===== config.mk =====
export PLATFORM = sky130hd
export DESIGN_NAME = router_fsm_ctrl
export DESIGN_NICKNAME = d
export VERILOG_FILES = /design/src/rtl/router_pkg.sv /design/src/rtl/router_timeout_ctr.sv /design/src/rtl/router_fsm_ctrl.sv
export SDC_FILE = /design/constraint.sdc
export NUM_CORES = 1
export LEC_CHECK = 0
export ABC_AREA = 1
export CORE_ASPECT_RATIO = 0.8
export CORE_MARGIN = 2
export CORE_UTILIZATION = 30
export DETAILED_ROUTE_END_ITERATION = 8
export SLEW_MARGIN = 25
export SYNTH_ARGS = -nofsm -noshare
export SYNTH_HDL_FRONTEND = slang
export SYNTH_SLANG_ARGS = --single-unit

===== constraint.sdc =====
create_clock -name clk -period 1.34 [get_ports clk]
set_clock_uncertainty 0.15 [all_clocks]
set_input_delay 0.134 -clock clk [delete_from_list [all_inputs] [get_ports clk]]
set_output_delay 0.134 -clock clk [all_outputs]
set_load 0.02 [all_outputs]

===== src/rtl/router_pkg.sv =====
// Shared types and constants for the 1x3 router input-side sequencer.
package router_pkg;

  localparam int NPORT = 3;
  localparam int ADDR_W = 2;
  localparam logic [ADDR_W-1:0] ADDR_INVALID = 2'b11;

  localparam int TIMEOUT_DEF = 30;
  localparam int CNT_W_DEF = 5;

  typedef enum logic [2:0] {
    DECODE_ADDRESS     = 3'd0,
    LOAD_FIRST_DATA    = 3'd1,
    LOAD_DATA          = 3'd2,
    FIFO_FULL_STATE    = 3'd3,
    LOAD_AFTER_FULL    = 3'd4,
    LOAD_PARITY        = 3'd5,
    CHECK_PARITY_ERROR = 3'd6,
    WAIT_TILL_EMPTY    = 3'd7
  } state_e;

endpackage


===== src/rtl/router_timeout_ctr.sv =====
// Per-port read timeout: pulses soft_rst for one cycle after TIMEOUT
// consecutive cycles of vld without rd.
module router_timeout_ctr #(
  parameter int TIMEOUT = 30,
  parameter int CNT_W = 5
) (
  input  logic clk,
  input  logic rst,
  input  logic vld,
  input  logic rd,
  output logic soft_rst
);

  localparam logic [CNT_W-1:0] LAST = CNT_W'(TIMEOUT - 1);

  logic [CNT_W-1:0] cnt;

  // NOTE: non-blocking assignments so every flop samples pre-edge values.
  always_ff @(posedge clk) begin
    if (rst) begin
      cnt      <= '0;
      soft_rst <= 1'b0;
    end else if (!vld || rd) begin
      cnt      <= '0;
      soft_rst <= 1'b0;
    end else if (cnt == LAST) begin
      cnt      <= '0;
      soft_rst <= 1'b1;
    end else begin
      cnt      <= cnt + 1'b1;
      soft_rst <= 1'b0;
    end
  end

endmodule


===== src/rtl/router_fsm_ctrl.sv =====
// Router input-side packet sequencer with per-port read timeouts.
// Define ROUTER_ADDR_ERR_EN to add the addr_err pulse for invalid headers.
module router_fsm_ctrl
  import router_pkg::*;
#(
  parameter int TIMEOUT = TIMEOUT_DEF,
  parameter int CNT_W = CNT_W_DEF
) (
  input  logic              clk,
  input  logic              rst,
  input  logic              pkt_valid,
  input  logic [ADDR_W-1:0] data_in,
  input  logic [NPORT-1:0]  fifo_full_in,
  input  logic [NPORT-1:0]  fifo_empty,
  input  logic [NPORT-1:0]  read_enb,
  input  logic              parity_done,
  input  logic              low_pkt_valid,
  output logic              detect_add,
  output logic              lfd_state,
  output logic              ld_state,
  output logic              laf_state,
  output logic              full_state,
  output logic              rst_int_reg,
  output logic              write_enb_reg,
  output logic [NPORT-1:0]  write_enb,
  output logic              fifo_full,
  output logic              busy,
  output logic [NPORT-1:0]  vld_out,
  output logic [NPORT-1:0]  soft_reset
`ifdef ROUTER_ADDR_ERR_EN
  ,
  output logic              addr_err
`endif
);

  state_e            state;
  state_e            next_state;
  logic [ADDR_W-1:0] sel;
  logic              hdr_ok;

  assign hdr_ok = pkt_valid && (data_in != ADDR_INVALID);

  always_ff @(posedge clk) begin
    if (rst) begin
      state <= DECODE_ADDRESS;
      sel   <= '0;
    end else begin
      state <= next_state;
      if (state == DECODE_ADDRESS && hdr_ok) sel <= data_in;
    end
  end

  // NOTE: next_state defaults to the current state first, so no path infers a latch.
  always_comb begin
    next_state = state;
    case (state)
      DECODE_ADDRESS:
        if (hdr_ok) next_state = fifo_empty[data_in] ? LOAD_FIRST_DATA : WAIT_TILL_EMPTY;
      WAIT_TILL_EMPTY:
        if (fifo_empty[sel]) next_state = LOAD_FIRST_DATA;
      LOAD_FIRST_DATA:
        next_state = LOAD_DATA;
      LOAD_DATA:
        if (fifo_full)       next_state = FIFO_FULL_STATE;
        else if (!pkt_valid) next_state = LOAD_PARITY;
      FIFO_FULL_STATE:
        if (!fifo_full) next_state = LOAD_AFTER_FULL;
      LOAD_AFTER_FULL:
        if (parity_done)        next_state = DECODE_ADDRESS;
        else if (low_pkt_valid) next_state = LOAD_PARITY;
        else                    next_state = LOAD_DATA;
      LOAD_PARITY:
        next_state = CHECK_PARITY_ERROR;
      CHECK_PARITY_ERROR:
        next_state = fifo_full ? FIFO_FULL_STATE : DECODE_ADDRESS;
      default:
        next_state = DECODE_ADDRESS;
    endcase
    // A flushed destination FIFO abandons the packet in flight.
    if (state != DECODE_ADDRESS && soft_reset[sel]) next_state = DECODE_ADDRESS;
  end

  assign detect_add  = (state == DECODE_ADDRESS);
  assign lfd_state   = (state == LOAD_FIRST_DATA);
  assign ld_state    = (state == LOAD_DATA);
  assign laf_state   = (state == LOAD_AFTER_FULL);
  assign full_state  = (state == FIFO_FULL_STATE);
  assign rst_int_reg = (state == CHECK_PARITY_ERROR);

  assign write_enb_reg = ld_state || laf_state || (state == LOAD_PARITY);
  assign busy          = !(detect_add || ld_state);
  assign write_enb     = write_enb_reg ? (3'b001 << sel) : 3'b000;
  assign fifo_full     = fifo_full_in[sel];
  assign vld_out       = ~fifo_empty;

  for (genvar i = 0; i < NPORT; i++) begin : g_tmo
    router_timeout_ctr #(
      .TIMEOUT (TIMEOUT),
      .CNT_W   (CNT_W)
    ) u_tmo (
      .clk      (clk),
      .rst      (rst),
      .vld      (vld_out[i]),
      .rd       (read_enb[i]),
      .soft_rst (soft_reset[i])
    );
  end

`ifdef ROUTER_ADDR_ERR_EN
  always_ff @(posedge clk) begin
    if (rst) addr_err <= 1'b0;
    else     addr_err <= detect_add && pkt_valid && (data_in == ADDR_INVALID);
  end
`else
  // Invalid headers are dropped silently; the FSM simply stays in DECODE_ADDRESS.
`endif

endmodule


==> results.md, run 1 <==
- Vias in the first global route: 1360
- RR Startpoint: state[0]$_SDFFE_PP0P_
- Initial DRC Count: 38
- R2r worst-path depth: 9
- Top post-synthesis cells by area: dfxtp_1 (33%), nand2_1 (9.0%), nor2_1 (7.1%)
- Tot Pwr: 3.82 mW
- Drt drc: 0
- Root Buffer Master: clkbuf_8
- Crit path to: write_enb[0]
- Final setup vio count: 16
- Total CTS buffers: 3
- Post-synth top area share: 0.334
- WL/cell: 11.9 um
- Relative slew slack: 0.812
- Synth Cell Area: 1380 um^2
- Nets: 281
- HP Class: in -> reg
- Synthesis-stage register bit count: 23
- Max-cap violations: 0
- Congestion Overflow GR: 0
- DRT antenna net count: 0
- Arrival time worst endpoint: 1.26 ns
- Starting Density: 0.306
- Synth Area in Simple Gates: 0.369
- Outcome: complete, but fails checks
- Compound-Gate Fraction of Synth Area: 0.0789
- Net Count, Synth: 216
- Drt total wl: 3790 um
- Max VDD drop: 0.000829 V
- H-Tree Depth: 1
- Most frequent cells in the layout: buf_4 (23), nand2_1 (22), buf_6 (22)
- Power Density: 1620 nW/um^2
- Setup TNS: -1.61 ns
- Final period util: 1.15
- GR Util All Layers: 0.148
- Final HPWL DP: 2660 um
- Final min period: 1.54 ns
- Commonest non-fill, non-tap cell in the layout: buf_4
- Core Rows: 22
- Via count: 1408
- I/O pin count: 34
- TritonRoute pass-1 iters: 4
- Setup ws final: -0.200 ns
- Avg Cell Area, Syn: 7.11 um^2
- Ant diodes: 0
- Seq/Total Area, Yosys: 0.334
- Synth Area in XOR/XNOR: 0.0254
- Crit end category: primary output
- Share of layout cells above drive strength 1: 0.461
- Failing checks: setup timing
- R2r setup slk: -0.12 ns
- Clock buffer depth: 2
- Initial antenna violation count: 0
- Die W: 79.8 um
- Netlist cell types: 32
- Pre-CTS setup slack: -0.433 ns
- Fmax: 650 MHz
- Yosys top cell by area: dfxtp_1
- Required time worst endpoint: 1.06 ns
- DP Area: 1970 um^2
- WS Path Type: reg -> out
- # clock sinks: 23
- # hold bufs at CTS: 0
- Worst Tran Pin Value: 0.280 ns
- Die Span Y: 64.7 um
- Syn Inst Count: 194
- Mux contribution to synthesized area: 0
- Worst setup SP type: flip-flop
- Routability cong.: 0.850
- P&R area growth vs syn: 71.2%
- DIE AREA: 5160 um^2
- TritonCTS clock tree: done
- Warnings, synthesis: 0
- Clk pin slew, worst setup/hold paths: 0.08 ns
- Vias/cell: 4.43
- R2r endpoint: state[0]$_SDFFE_PP0P_
- Worst-path maximum fanout: 4
- Leak: 1.07 nW
- Placeable Area: 4510 um^2
- PortBufs: 33
- First-pass GRT wire length: 6070 um
- Largest family of logic cells by synthesized area: simple AND/OR/NAND/NOR gates
- Worst skew pair latency: 0.26 ns
- Origin of the worst setup path: state[2]$_SDFFE_PP0P_
- Unrepaired setup endpoints after global routing: true
- Synth Area in Adders: 0.0544
- Largest net degree at the start of global routing: 13
- Post-route cell area: 2360 um^2
- Max Slew Vio Count: 0
- Final Hold Fails: 0
how the worst min path moves through the flow:
| stage | start | endpoint | slack [ns] | cells after the start |
|---|---|---|---|---|
| 2_1_floorplan | fifo_empty[0] | g_tmo[0].u_tmo.soft_rst$_SDFF_PP0_ | 0.06 | 1 |
| 3_3_place_gp | g_tmo[1].u_tmo.cnt[0]$_SDFF_PP0_ | g_tmo[1].u_tmo.cnt[0]$_SDFF_PP0_ | 0.30 | 1 |
| 3_5_place_dp | g_tmo[1].u_tmo.cnt[0]$_SDFF_PP0_ | g_tmo[1].u_tmo.cnt[0]$_SDFF_PP0_ | 0.31 | 1 |
| 4_1_cts | fifo_empty[2] | g_tmo[2].u_tmo.soft_rst$_SDFF_PP0_ | 0.18 | 2 |
| 5_1_grt | fifo_empty[2] | g_tmo[2].u_tmo.soft_rst$_SDFF_PP0_ | 0.22 | 2 |
| 6_report | fifo_empty[2] | g_tmo[2].u_tmo.soft_rst$_SDFF_PP0_ | 0.21 | 2 |
per-layer routing:
layer | share of wire | global-route usage | vias up
met5 | 0 | 0 | -
met4 | 0.019 | 0.0424 | 0
met3 | 0.033 | 0.0292 | 6
met2 | 0.50 | 0.261 | 33
met1 | 0.44 | 0.183 | 625
li1 | - | - | 744
power by group:
group	total (mW)	internal [mW]	switching (mW)
Sequential	0.842	0.759	0.0823
Combinational	2.55	1.25	1.30
Clock	0.432	0.212	0.220
critical path, stage by stage (launching register included):
cell and delay [ns]:
dfxtp_2 0.34, nor2_1 0.10, nand2_1 0.09, inv_2 0.10, a21oi_4 0.06, nor3_4 0.18
buf_6 0.13
cell families (layout without fill, tap and decap cells):
family,Yosys count,count (layout)
buffers and inverters,38,102
xor gates and xnor gates,4,4
and+or+nand+nor,105,105
AOI/OAI and AO/OA,18,18
DFF,23,23
adders and majority gates,6,6
registers in the layout, summed over array words and instances (netlist names):
name and flops:
g_tmo.u_tmo.cnt 15, g_tmo.u_tmo.soft_rst 3, state 3, sel 2
Yosys cell counts:
cell,n
nand2_2,5
inv_1,23
nand2_4,1
clkinv_1,1
inv_4,1
a21oi_1,8
o21a_1,1
dfxtp_1,23
nand2_1,33
nand3_2,2
buf_6,2
nand3_4,1
xor2_1,2
nand3_1,17
or2_0,1
nor3_1,7
nor4_1,2
a31oi_1,2
nor2_1,26
o211ai_1,1
a21oi_4,1
buf_4,7
clkinv_4,1
or2_2,1
ha_1,6
nor2_2,5
inv_2,3
nor2_4,1
o21ai_0,5
nand3b_1,1
xnor2_1,2
nand4_1,2
per-stage QoR:
stage | util | hold slack, ns | cells
2_1_floorplan | - | 0.0604 | 194
3_3_place_gp | 0.436 | 0.302 | 307
3_5_place_dp | 0.436 | 0.312 | 307
4_1_cts | 0.491 | 0.180 | 316
5_1_grt | 0.523 | 0.224 | 318
6_report | 0.523 | 0.210 | 318
timing repair:
item,CTS,global route
pin swaps,15,26
endpoints found under the setup margin,24,24
buffers inserted,6,2
gates resized for setup,124,42
final cells by class:
cell class,instances,area (um^2)
Fill cell,446,2150
Multi-Input combinational cell,133,967
Timing Repair Buffer,69,658
Sequential cell,23,478
Inverter,29,139
Tap cell,60,75.1
Clock buffer,4,45.0
Power figures use the tool's default switching activity.
==> run 2, diff against run 1 <==
--- a/config.mk
+++ b/config.mk
@@ -8,8 +8,10 @@
 export ABC_AREA = 1
 export CORE_ASPECT_RATIO = 0.8
 export CORE_MARGIN = 2
-export CORE_UTILIZATION = 30
+export CORE_UTILIZATION = 45
 export DETAILED_ROUTE_END_ITERATION = 8
+export GPL_TIMING_DRIVEN = 0
+export PLACE_DENSITY = 0.74
 export SLEW_MARGIN = 25
 export SYNTH_ARGS = -nofsm -noshare
 export SYNTH_HDL_FRONTEND = slang
==> constraint.sdc (replaced) <==
create_clock -name clk -period 2 [get_ports clk]
set_clock_uncertainty 0.15 [all_clocks]
set_input_delay 0.2 -clock clk [delete_from_list [all_inputs] [get_ports clk]]
set_output_delay 0.2 -clock clk [all_outputs]
set_load 0.02 [all_outputs]
==> run 2 against run 1 <==
Effect of this change:
- the run now ends clean
- largest cell class unchanged
- clock power fell by 32%
- sequential power fell by 36%
- critical path type unchanged
- non-clock buffer count fell by 27
==> results.md, run 2 (synthesis results as in run 1) <==
- Final Hold Fails: 0 (unchanged)
- Hold path depth: 1 (-1)
- R2r worst-path depth: 11 (+2)
- HP Class: reg -> reg
- H-Tree Depth: 1 (unchanged)
- R2r endpoint: state[2]$_SDFFE_PP0P_
- TritonRoute pass-1 iters: 4 (unchanged)
- Max reg flops: 15 (unchanged)
- Origin of the worst setup path: state[2]$_SDFFE_PP0P_
- Max VDD drop: 0.000496 V (-40%)
- Die W: 65.9 um (-17%)
- PortBufs: 33 (unchanged)
- Vias/cell: 4.86 (+9.7%)
- First-pass GRT wire length: 4730 um (-22%)
- Ant diodes: 0 (unchanged)
- DIE AREA: 3530 um^2 (-32%)
- WL/cell: 10.4 um (-13%)
- Drt drc: 0 (unchanged)
- R2r setup slk: 0.54 ns (+0.66 ns)
- P&R area growth vs syn: 30.8%
- Routability cong.: 0.849 (-0.12%)
- Required time worst endpoint: 1.65 ns (+0.59 ns)
- Outcome: finished clean
- Vias in the first global route: 1187 (-13%)
- RR Startpoint: sel[0]$_SDFFE_PP0P_
- Worst skew pair latency: 0.27 ns (about the same)
- Largest net degree at the start of global routing: 15 (+2)
- Final min period: 1.93 ns
- Largest regs: g_tmo.u_tmo.cnt x15, g_tmo.u_tmo.soft_rst x3, state x3
- TritonCTS clock tree: done
- Worst path slowest cell: clkdlybuf4s50_1
- Drt total wl: 2790 um (-26%)
- Leak: 0.872 nW (-18%)
- Share of layout cells above drive strength 1: 0.169 (-0.292)
- Power Density: 964 nW/um^2 (-40%)
- Placeable Area: 2830 um^2 (-37%)
- Setup bufs post-CTS: 0 (-6)
- Die Span Y: 53.5 um (-17%)
- Most frequent cells in the layout: nand2_1 (33), nor2_1 (26), clkdlybuf4s50_1 (25)
- DRT antenna net count: 0 (unchanged)
- Relative slew slack: 0.762 (-0.0500)
- Reg with most FFs: g_tmo.u_tmo.cnt
- WS Path Type: reg -> out
- Via count: 1307 (-7.2%)
- Cell breakdown of the critical path: buf_6 > clkinv_4 > nand2_4 > nor2_4 > clkdlybuf4s50_1
- Commonest non-fill, non-tap cell in the layout: nand2_1
- Placed insts: 265 (-14%)
- Worst Tran Pin Value: 0.354 ns (+0.0735 ns)
- Fmax: 518 MHz
- Max Slew Vio Count: 0 (unchanged)
- Crit path to: detect_add
- Final setup vio count: 0 (-16)
- Clock buffer depth: 2 (unchanged)
- Final HPWL DP: 2280 um (-14%)
- Initial antenna violation count: 0 (unchanged)
- Non-Filler Instances: 269 (-15%)
- Final period util: 0.966
- Arrival time worst endpoint: 1.58 ns (+0.32 ns)
- Initial DRC Count: 52 (+37%)
- Starting Density: 0.488 (+0.182)
- Root Buffer Master: clkbuf_8
- Worst setup SP type: flip-flop
- Nets: 254 (-9.6%)
- Worst-path maximum fanout: 9 (+5)
- GR Util All Layers: 0.176 (+0.0277)
- Setup TNS: 0 ns (+1.61 ns)
- I/O pin count: 34 (unchanged)
- Max-cap violations: 0 (unchanged)
- Crit end category: primary output
- Core Rows: 17 (-23%)
- Clk pin slew, worst setup/hold paths: 0.08 ns (about the same)
- # clock sinks: 23 (unchanged)
- Unrepaired setup endpoints after global routing: false
- Congestion Overflow GR: 0 (unchanged)
- Total CTS buffers: 3 (unchanged)
- # hold bufs at CTS: 0 (unchanged)
- Slowest cell delay on critical path: 0.62 ns (+0.28 ns)
[run 2: power by group]
group	internal [mW]	switching, mW	leakage [nW]	total [mW]
combinational	0.366	0.540	0.663	0.906
clock	0.141	0.153	0.0217	0.294
sequential	0.499	0.0411	0.187	0.540
total	1.01	0.734	0.872	1.74
[run 2: worst min-delay path by stage]
stage               slack, ns                              from                            endpoint
floorplan                0.13                     fifo_empty[0]  g_tmo[0].u_tmo.soft_rst$_SDFF_PP0_
global placement         0.30  g_tmo[1].u_tmo.cnt[0]$_SDFF_PP0_    g_tmo[1].u_tmo.cnt[0]$_SDFF_PP0_
detailed placement       0.32  g_tmo[0].u_tmo.cnt[0]$_SDFF_PP0_    g_tmo[0].u_tmo.cnt[0]$_SDFF_PP0_
CTS                      0.34  g_tmo[0].u_tmo.cnt[0]$_SDFF_PP0_    g_tmo[0].u_tmo.cnt[0]$_SDFF_PP0_
global route             0.36                       read_enb[0]  g_tmo[0].u_tmo.soft_rst$_SDFF_PP0_
finish                   0.33  g_tmo[1].u_tmo.cnt[0]$_SDFF_PP0_    g_tmo[1].u_tmo.cnt[0]$_SDFF_PP0_
[run 2: final cells by class]
cell class | count | area, um^2
Clock buffer | 3 | 41.3
Tap cell | 38 | 47.5
Sequential cell | 23 | 462
Clock inverter | 1 | 7.51
Multi-Input combinational cell | 133 | 732
Buffer | 9 | 75.1
Fill cell | 258 | 1020
Inverter | 29 | 116
Timing Repair Buffer | 33 | 324
[run 2: routing by layer]
| layer | up-vias | routed length, um | track usage |
|---|---|---|---|
| li1 | 682 | - | - |
| met1 | 589 | 1300 | 0.193 |
| met2 | 31 | 1310 | 0.342 |
| met3 | 5 | 145 | 0.0460 |
| met4 | 0 | 28 | 0.0417 |
| met5 | - | 0 | 0 |
[run 2: metrics by stage]
step                      cell area, um^2  utilization  power (mW)  setup slack (ns)  hold slack, ns
after floorplan                      1380            -        1.17             0.323           0.126
after global placement               1760        0.621        1.48             0.103           0.297
after detailed placement             1760        0.621        1.49            0.0890           0.318
after CTS                            1800        0.638        1.77            0.0176           0.339
after global routing                 1810        0.638        1.87           0.00268           0.358
final                                1810        0.638        1.74            0.0680           0.327
[run 2: critical path: cells and delay by family (launching register included)]
kind | cells | cell delay, ns
and+or+nand+nor | 2 | 0.19
buffers and inverters | 3 | 0.81
DFF | 1 | 0.31
[run 2: what timing repair did]
item / in CTS / in global routing
hold endpoints to repair: 0 / 0
gates cloned: 0 / 0
setup endpoints to repair: 5 / 7
gates resized for setup: 6 / 12
==> run 3, diff against run 2 <==
--- a/config.mk
+++ b/config.mk
@@ -12,6 +12,7 @@
 export DETAILED_ROUTE_END_ITERATION = 8
 export GPL_TIMING_DRIVEN = 0
 export PLACE_DENSITY = 0.74
+export SETUP_SLACK_MARGIN = 0.1
 export SLEW_MARGIN = 25
 export SYNTH_ARGS = -nofsm -noshare
 export SYNTH_HDL_FRONTEND = slang
==> run 3 against run 2 <==
Effect of this change:
- count of clock-buffer cells in the layout unchanged
- highest routed layer unchanged
- first-iteration DRC count up 38%
- non-clock buffer count unchanged
- die area unchanged
- global-route usage unchanged
- sequential power about the same
==> results.md, run 3 (synthesis results as in run 1) <==
- Worst skew pair latency: 0.27 ns (about the same)
- Die Span Y: 53.5 um (unchanged)
- Hold path start: fifo_empty[2]
- FILL cells: 259 (+0.39%)
- R2r worst-path depth: 11 (unchanged)
- Starting Density: 0.488 (unchanged)
- Drt drc: 0 (unchanged)
- Drt total wl: 2790 um (+0.18%)
- Most frequent cells in the layout: nand2_1 (33), nor2_1 (26), inv_1 (23)
- Final period util: 0.917 (-0.0487)
- I/O pin count: 34 (unchanged)
- Total CTS buffers: 3 (unchanged)
- # hold bufs at CTS: 0 (unchanged)
- Largest net degree at the start of global routing: 15 (unchanged)
- DRT antenna net count: 0 (unchanged)
- Fmax: 545 MHz (+5.3%)
- Root Buffer Master: clkbuf_8
- Max Slew Vio Count: 0 (unchanged)
- Congestion Overflow GR: 0 (unchanged)
- Final core occ: 0.636 (-0.00265)
- Worst Tran Pin Value: 0.354 ns (unchanged)
- GR Util All Layers: 0.176 (unchanged)
- Initial DRC Count: 72 (+38%)
- Relative slew slack: 0.762 (unchanged)
- Tot Pwr: 1.72 mW (-1.1%)
- Crit end category: primary output
- Largest regs: g_tmo.u_tmo.cnt x15, g_tmo.u_tmo.soft_rst x3, state x3
- PortBufs: 33 (unchanged)
- Placeable Area: 2830 um^2 (unchanged)
- RR Startpoint: sel[0]$_SDFFE_PP0P_
- Final HPWL DP: 2280 um (unchanged)
- Non-Filler Instances: 269 (unchanged)
- Reg with most FFs: g_tmo.u_tmo.cnt
- Max-cap violations: 0 (unchanged)
- Final min period: 1.83 ns (-0.0974 ns)
- Clock buffer depth: 2 (unchanged)
- Vias in the first global route: 1187 (unchanged)
- Worst min-delay path endpoint: g_tmo[2].u_tmo.soft_rst$_SDFF_PP0_
- Setup TNS: 0 ns (unchanged)
- Max reg flops: 15 (unchanged)
- Initial antenna violation count: 0 (unchanged)
- Worst setup SP type: flip-flop
- DP Area: 1760 um^2 (unchanged)
- Worst-path maximum fanout: 9 (unchanged)
- First-pass GRT wire length: 4730 um (unchanged)
- Arrival time worst endpoint: 1.48 ns (-0.10 ns)
- Placed insts: 265 (unchanged)
- Share of layout cells above drive strength 1: 0.177 (+0.00866)
- R2r endpoint: state[2]$_SDFFE_PP0P_
- Leak: 0.871 nW (about the same)
- Via count: 1311 (+0.31%)
- WS Path Type: reg -> out
- DR top layer: met4
- Vias/cell: 4.87 (+0.31%)
- Ant diodes: 0 (unchanged)
- Commonest non-fill, non-tap cell in the layout: nand2_1
- R2r setup slk: 0.54 ns (about the same)
- Met1 WL: 1310 um (+0.46%)
- # clock sinks: 23 (unchanged)
- Routability cong.: 0.849 (unchanged)
- DR WL met2: 1320 um (+0.46%)
- TritonCTS clock tree: done
- Met3 routed WL: 139 um (-4.1%)
- WL/cell: 10.4 um (+0.18%)
- Clk pin slew, worst setup/hold paths: 0.08 ns (about the same)
- Outcome: finished clean
- HP Class: in -> reg
- P&R area growth vs syn: 30.3%
- DIE AREA: 3530 um^2 (unchanged)
- Nets: 254 (unchanged)
- Required time worst endpoint: 1.65 ns (about the same)
- Unrepaired setup endpoints after global routing: true
- Post-route cell area: 1800 um^2 (-0.42%)
- Final setup vio count: 0 (unchanged)
- Core Rows: 17 (unchanged)
- Max VDD drop: 0.000496 V (about the same)
- H-Tree Depth: 1 (unchanged)
- Power Density: 958 nW/um^2 (-0.68%)
- Die W: 65.9 um (unchanged)
- Final Hold Fails: 0 (unchanged)
- Hold path depth: 2 (+1)
- TritonRoute pass-1 iters: 4 (unchanged)
==> run 3: cell count changes in the layout (fill, tap and decap cells not counted), sizes merged <==
cell	change
dlygate4sd2	+4
clkbuf	+1
clkdlybuf4s50	-4
dlygate4sd1	-1
==> run 3: worst max path at each step <==
stage | start | to
global placement | state[2]$_SDFFE_PP0P_ | write_enb[2]
detailed placement | state[2]$_SDFFE_PP0P_ | write_enb[1]
finish | state[2]$_SDFFE_PP0P_ | write_enb_reg
floorplan | state[2]$_SDFFE_PP0P_ | write_enb[0]
CTS | state[2]$_SDFFE_PP0P_ | write_enb[1]
global route | state[2]$_SDFFE_PP0P_ | write_enb_reg
==> run 3: where the power goes <==
| part | switching [mW] | total [mW] | internal (mW) |
|---|---|---|---|
| clock | 0.153 | 0.294 | 0.141 |
| sequential | 0.0411 | 0.543 | 0.502 |
| combinational | 0.539 | 0.885 | 0.346 |
| total | 0.733 | 1.72 | 0.988 |
==> run 3: layout make-up <==
| cell class | count | area (um^2) | area share |
|---|---|---|---|
| Multi-Input combinational cell | 133 | 732 | 0.407 |
| Buffer | 9 | 75.1 | 0.0418 |
| Clock inverter | 1 | 7.51 | 0.00418 |
| Clock buffer | 3 | 41.3 | 0.0230 |
| Inverter | 29 | 116 | 0.0647 |
| Tap cell | 38 | 47.5 | 0.0264 |
| Timing Repair Buffer | 33 | 315 | 0.175 |
| Sequential cell | 23 | 463 | 0.257 |
==> run 3: stage by stage <==
stage               setup slack, ns  hold slack [ns]
detailed placement           0.0890            0.318
global route                 0.0384            0.119
CTS                          0.0992            0.339
floorplan                     0.323            0.126
finish                        0.165            0.110
global placement              0.103            0.297
==> run 3: worst max-delay path, stage by stage (launching register included) <==
cell and delay (ns):
dfxtp_1 0.33, buf_6 0.14, nor2_1 0.05, nand2_1 0.08
inv_1 0.07, a21oi_2 0.18, inv_1 0.05, dlygate4sd2_1 0.31
==> run 3: layer usage <==
metal | global-route usage | vias up
met4 | 0.0417 | 0
met3 | 0.0460 | 5
met2 | 0.342 | 31
li1 | - | 682
met1 | 0.193 | 593
met5 | 0 | -
==> run 3: repair_timing <==
action,CTS,global route
pin swaps,0,0
gates resized for setup,13,11
buffers inserted,0,0
endpoints found under the setup margin,10,8
==> edit (config.mk and constraints of run 1) <==
Set the package constant `ADDR_W` to 3 (it was 2).
--- a/src/rtl/router_pkg.sv
+++ b/src/rtl/router_pkg.sv
@@ -2,7 +2,7 @@
 package router_pkg;
 
   localparam int NPORT = 3;
-  localparam int ADDR_W = 2;
+  localparam int ADDR_W = 3;
   localparam logic [ADDR_W-1:0] ADDR_INVALID = 2'b11;
 
   localparam int TIMEOUT_DEF = 30;
Interface: changed (resized data_in); port bits go from 34 to 35. No check against the original RTL was run, so the function may have changed too.
==> edit against run 1 <==
Setup slack worse by 0.017 ns. Cell area is 0.16% lower. Sequential share of layout area grew 1.0 points. Critical path depth is the same. Routed wire length down 7.3%. The run still ends with setup timing left. Critical endpoint is now write_enb[2]. Sequential cell count increased by 1. Power up 8.7%. Area after synthesis fell by 0.27%. Worst hold slack worse by 0.19 ns.
==> edit: results (changes against run 1) <==
logic_synthesis:
  synth_cell_types: 25  # -22%
  synth_top_cells_by_count: "32 x nand2_1, 31 x inv_1, 24 x dfxtp_1, 23 x nor2_1, 20 x nand3_1"
  synth_area_leaders: "dfxtp_1 35%, nand2_1 8.7%, inv_1 8.5%"
  synth_compound_area_frac: 0.07091  # -0.007967
  syn_area_per_cell_um2: 6.986  # -1.8%
placement:
  port_buffers: 34  # +3.0%
  place_area_mm2: 0.002079  # +5.7%
  dp_cells: 318  # +3.6%
  place.gp.congestion: 0.8136  # -4.3%
clock_network:
  cts_setup_buffers: 2  # -4
  clock-sinks: 24  # +4.3%
routing:
  via_count: 1419  # +0.78%
  vias_per_cell: 4.313  # -2.6%
  dr_wl_met2_um: 1585  # -17%
  finalWirelength_um: 3509  # -7.3%
power_and_ir_drop:
  ir_drop_mv: 0.9539  # +15%
  p_int_uw: 2532  # +14%
  power_frac_comb: 0.621  # -0.046
  clock_power_share: 0.156  # +0.043
worst_setup_path:
  crit_family: "flip-flops"
  crit_path_start: "state[0]"
  crit_fanout: 3  # -1
finish:
  drive_gt1_frac: 0.4238  # -0.03745
global_routing:
  grt_use_met3: 0.03900  # +0.009749
  grt_first_pass_wirelength_um: 5865  # -3.4%
  grt_use_met2: 0.2489  # -0.01155
status:
  violations: "setup timing"
  outcome: "complete, but fails checks"
sta:
  worst_slack_ns: -0.2167  # -0.01718 ns
  finalSetupViolations: 18  # +2
  slew-limit-headroom: 0.8466  # +0.03482
edit: cell types whose count changed after synthesis, sizes merged:
cell and change:
nor2 -4, clkinv -2, xnor2 +1, nand4 +2
inv +9, or2 -2, nand3 +2, buf -1
nor3 -1, nand2 -2, dfxtp +1
edit: final timing paths:
path | endpoint | slack (ns) | depth (start not counted)
max | write_enb[2] | -0.22 | 6
min reg2reg | g_tmo[0].u_tmo.cnt[0] | 0.29 | 1
min | g_tmo[2].u_tmo.soft_rst | 0.02 | 2
max reg2reg | state[2] | -0.17 | 11
edit: cells by family (layout without fill, tap and decap cells):
kind of cell    Yosys count  after routing
simple gates            100            100
buf+inv                  44            116
fa+ha+maj                 6              6
xor+xnor                  5              5
flops                    24             24
compound gates           18             18
edit: area by class of cell:
type	count	area, um^2
tap	60	75.07
sequential	24	501.7
timing repair buffer	76	700.7
inverter	36	142.6
clock buffer	3	41.29
multi-input combinational	129	867.1
fill	442	2128
clock inverter	1	30.03
